--- src/rtl/ecall_io_sequencer.sv ---
// ecall_io_sequencer: stalls the CPU across ecall I/O and sequences button, switches, segment writes and a0 write-back
module ecall_io_sequencer #(
  parameter logic [19:0] DEBOUNCE_CYCLES = 20'd500000,
  parameter logic [11:0] OP_PRINT_INT = 12'd1,
  parameter logic [11:0] OP_READ_INT = 12'd5,
  parameter logic [11:0] OP_EXIT = 12'd10
) (
  input  logic        clk,
  input  logic        rst,
  input  logic        ecall_valid,
  input  logic [11:0] ecall_op,
  input  logic [31:0] a0_data,
  input  logic        conf_btn,
  input  logic [11:0] switch_data,
  output logic        stall,
  output logic        wb_en,
  output logic [31:0] wb_data,
  output logic        seg_we,
  output logic [31:0] seg_data,
  output logic        halted
);
  localparam int CW = $clog2(int'(DEBOUNCE_CYCLES) + 1);
  localparam logic [CW-1:0] LAST = CW'(DEBOUNCE_CYCLES - 20'd1);
  typedef enum logic [2:0] {IDLE, WAIT_REL, WAIT_PRESS, COMMIT, PRINT, HALT} state_t;
  state_t state;
  logic sync1, sync2, btn_db, btn_prev, btn_rise;
  logic [CW-1:0] cnt;
  always_ff @(posedge clk) begin
    if (rst) begin
      sync1 <= 1'b0;
      sync2 <= 1'b0;
      btn_db <= 1'b0;
      btn_prev <= 1'b0;
      btn_rise <= 1'b0;
      cnt <= '0;
    end else begin
      sync1 <= conf_btn;
      sync2 <= sync1;
      btn_prev <= btn_db;
      btn_rise <= btn_db & ~btn_prev;
      if (sync2 == btn_db) cnt <= '0;
      else if (cnt == LAST) begin
        btn_db <= ~btn_db;
        cnt <= '0;
      end else cnt <= cnt + CW'(1);
    end
  end
  // a press already held at the ecall must be released first, so only a fresh rise commits
  always_ff @(posedge clk) begin
    if (rst) begin
      state <= IDLE;
      wb_en <= 1'b0;
      seg_we <= 1'b0;
      halted <= 1'b0;
      wb_data <= '0;
      seg_data <= '0;
    end else begin
      wb_en <= 1'b0;
      seg_we <= 1'b0;
      case (state)
        IDLE: if (ecall_valid) begin
          if (ecall_op == OP_READ_INT) state <= btn_db ? WAIT_REL : WAIT_PRESS;
          else if (ecall_op == OP_PRINT_INT) begin
            seg_data <= a0_data;
            seg_we <= 1'b1;
            state <= PRINT;
          end else if (ecall_op == OP_EXIT) begin
            halted <= 1'b1;
            state <= HALT;
          end
        end
        WAIT_REL: if (!btn_db) state <= WAIT_PRESS;
        WAIT_PRESS: if (btn_rise) begin
          wb_data <= {20'h0, switch_data};
          wb_en <= 1'b1;
          state <= COMMIT;
        end
        COMMIT, PRINT: state <= IDLE;
        default: state <= HALT;
      endcase
    end
  end
  assign stall = (state == IDLE && ecall_valid &&
                  (ecall_op == OP_READ_INT || ecall_op == OP_PRINT_INT || ecall_op == OP_EXIT)) ||
                 state == WAIT_REL || state == WAIT_PRESS || state == HALT;
endmodule

--- config.mk ---
export PLATFORM = sky130hd
export DESIGN_NAME = ecall_io_sequencer
export DESIGN_NICKNAME = d
export VERILOG_FILES = /design/src/rtl/ecall_io_sequencer.sv
export SDC_FILE = /design/constraint.sdc
export NUM_CORES = 1
export LEC_CHECK = 0
export CORE_MARGIN = 8
export CORE_UTILIZATION = 47
export DETAILED_ROUTE_END_ITERATION = 10
export PLACE_DENSITY = 0.95
export SYNTH_ARGS = -nofsm -noshare
export SYNTH_HDL_FRONTEND = slang
export SYNTH_SLANG_ARGS = --single-unit
--- constraint.sdc ---
create_clock -name clk -period 3.4 [get_ports clk]
set_clock_uncertainty 0.1 [all_clocks]
set_input_delay 0.34 -clock clk [delete_from_list [all_inputs] [get_ports clk]]
set_output_delay 0.34 -clock clk [all_outputs]
set_load 0.01 [all_outputs]
==> impl_metrics.json <==
{
  "outcome": "completed",
  "hp-start": "btn_prev",
  "layout.cells.non_filler": 565,
  "ys_async_sr_fraction_pct": 0,
  "yosysWarnings": 0,
  "clk_latency_ps": 340,
  "required_ps": 2960,
  "synth_compound_area_share_pct": 18.2,
  "muxShareOfSynthArea_pct": 0,
  "crit_arrival_ps": 2320,
  "swShare_pct": 21.0,
  "core_area_sq_um": 6720,
  "setup_violations": 0,
  "combPwrFrac_pct": 6.9,
  "ff2ff_path_depth": 5,
  "peakVddDrop_uv": 189,
  "hold_depth": 1,
  "tns_ps": 0,
  "drive_gt1_share_pct": 6.19,
  "numCtsBuffers": 9,
  "r2r_start": "cnt[0]",
  "synth-adder-area-share_pct": 0.390,
  "hold_end": "btn_rise",
  "power_density_nw_per_um2": 391,
  "critPathSlowestCell": "clkdlybuf4s50_1",
  "critPathLaunchType": "input port",
  "drtAntennaViolNets": 0,
  "rsz0062_at_grt": "no",
  "syn_avg_cell_area_sq_um": 8.34,
  "sequentialPowerShare_pct": 50.2,
  "p_leak_nw": 1.44,
  "viasPerCell": 5.55,
  "syn-cell-area_sq_um": 3210,
  "synth-seq-cells": 74,
  "hold_viol_final": 0,
  "min_period_ps": 2760,
  "initial_core_util_pct": 47.8,
  "finalNetCount": 542,
  "slew_headroom_pct": 59.8,
  "max_slew.worst_pin.slew_ps": 602,
  "io_pins": 128,
  "ff_latch_area_sq_um": 1480,
  "die_y_microns": 98.7,
  "htreeDepth": 3,
  "synth_common_cells": "74 x dfxtp_1, 56 x a21oi_1, 41 x nand3_1, 39 x o21ai_0, 34 x nand2_1",
  "path_cells": "clkdlybuf4s50_1 -> nor3b_1 -> o2111ai_1 -> a21oi_1 -> clkdlybuf4s50_1",
  "root_buffer": "clkbuf_8",
  "synth_top_area_share_pct": 46.1,
  "first_global_vias": 2984,
  "synth.area.top_cells": "dfxtp_1 46%, a21oi_1 8.7%, nand3_1 6.4%, o21ai_0 6.1%, buf_4 5.1%",
  "drc_errors": 0,
  "cp_max_fo": 4,
  "fillCellCount": 520,
  "rows": 30,
  "die_x_microns": 98.7,
  "cts_resized": 0,
  "finalMaxSlewViolations": 0,
  "grt-ovfl-total": 0,
  "antenna_found_initial": 0,
  "cts_tree": "yes",
  "switchingPower_uw": 364,
  "fmax_mhz": 362,
  "dp_cells": 550,
  "drt_iter0_drc": 293,
  "p_int_mw": 1.36,
  "rrSetupSlack_ps": 1490,
  "startpoint": "ecall_op[0]",
  "track_usage_pct": 18.1,
  "wl_per_cell_microns": 16.1,
  "synth-simple-area-share_pct": 22.6,
  "syn_to_final_growth_pct": 37.7,
  "critPathMaxStageDelay_ps": 580,
  "cts_buffer_depth": 2,
  "hp-class": "register to register",
  "cap_violations": 0,
  "grt_pass1_wl_mm": 14.4,
  "yosysTopAreaCell": "dfxtp_1",
  "portBuffers": 107,
  "cts_hold_buf": 0,
  "multi_input_area_sq_um": 1510,
  "cp-end-kind": "primary output",
  "post-cts-setup-buffer-count": 0,
  "synth_ff_type": "dfxtp_1",
  "clk_pin_slew_ps": 80,
  "dieArea_sq_um": 9730,
  "clock-sinks": 74,
  "seq_area_frac_synth_pct": 46.1,
  "synth_cell_types": 46,
  "clock_power_share_pct": 42.9,
  "finalWirelength_mm": 9.12,
  "firstDrtPassIters": 5,
  "synth_cells": 385,
  "synth_xor_xnor_area_share_pct": 3.27,
  "diodes": 0,
  "hpwl_mm": 6.58,
  "via_count": 3133,
  "gp_congestion": 0.896,
  "synthMostInstantiatedCell": "dfxtp_1",
  "synth-edff-count": 0,
  "critical_path_class": "input port to primary output",
  "fin_crit_sh_pct": 81.3,
  "crit_top_cell": "clkdlybuf4s50_1",
  "synth_top_family_by_area": "simple AND/OR/NAND/NOR gates",
  "grt_max_degree": 35,
  "reg2reg_to": "cnt[3]"
}
flip-flops by register name (all words and copies together) (netlist names):
register	cells
sync2	1
wb_en	1
seg_data	32
state	3
cnt	19
seg_we	1
sync1	1
btn_db	1
btn_rise	1
wb_data	12
halted	1
btn_prev	1
kinds of logic (layout without fill, tap and decap cells):
family | Yosys count | after routing
AOI/OAI and AO/OA | 107 | 107
xor gates and xnor gates | 12 | 12
adders and majority gates | 1 | 1
buffers and inverters | 50 | 131
DFF | 74 | 74
other | 1 | 20
and+or+nand+nor | 140 | 140
critical path, delay by kind of cell:
family | cells | cell delay [ps]
simple gates | 1 | 520
compound gates | 2 | 410
buf+inv | 2 | 1050
cell usage in the layout, fill, tap and decap left out, drive strengths merged, types with 2 or more instances in the layout:
cell type      synthesis  routed
xor2                   4       4
clkdlybuf4s50          0     106
and3                   3       3
and2                   2       2
o21ai                 40      40
nand2b                 2       2
o31ai                  2       2
conb                   1      20
and4                   2       2
nand4                  5       5
a21oi                 56      56
nand2                 34      34
nor4                   4       4
inv                    4       4
bufinv                 0       2
or4                    2       2
clkbuf                14      11
nand3                 41      41
nor3                   5       5
nor2                  21      21
buf                   31       6
xnor2                  8       8
nor2b                  7       7
nand3b                 2       2
dfxtp                 74      74
or3                    6       6
layer usage:
layer	part of all wire [%]	GRT usage, %	up-vias	wire [microns]
li1	-	-	1501	-
met1	40	20.9	1467	3640
met2	50	30.7	150	4600
met3	8.0	5.71	15	731
met4	1.6	6.14	0	146
met5	0	0	-	0
power groups by stage:
stage	Clock [mW]	Combinational (mW)	Sequential (mW)
2_1_floorplan	0	0.0571	0.888
3_3_place_gp	0	0.115	0.888
3_5_place_dp	0	0.116	0.888
4_1_cts	0.758	0.117	0.868
5_1_grt	0.799	0.126	0.868
6_report	0.742	0.119	0.868
final cells by class:
class                      instances  share of cell area, %
multi-input combinational        280                   34.0
sequential                        74                   33.5
timing repair buffer             112                   25.0
clock buffer                      11                   3.20
tap                               80                   2.26
clock inverter                     4                   1.73
inverter                           4                  0.339
worst max path at each step:
stage          slack [ps]  endpoint  cells past startpoint
2_1_floorplan        1720   cnt[12]                      6
3_3_place_gp          710     stall                      5
3_5_place_dp          680     stall                      5
4_1_cts               680     stall                      5
5_1_grt               510     stall                      5
6_report              640     stall                      5
per-stage QoR:
stage / setup slack, ps / area, sq um / hold WS (ps) / total power, mW / util (%)
floorplan: 1720 / 3280 / 267 / 0.945 / -
global placement: 713 / 4210 / 272 / 1.00 / 62.6
detailed placement: 683 / 4210 / 285 / 1.00 / 62.6
CTS: 683 / 4420 / 296 / 1.74 / 65.8
global route: 512 / 4420 / 328 / 1.79 / 65.8
finish: 636 / 4420 / 292 / 1.73 / 65.8
Power figures use the tool's default switching activity.
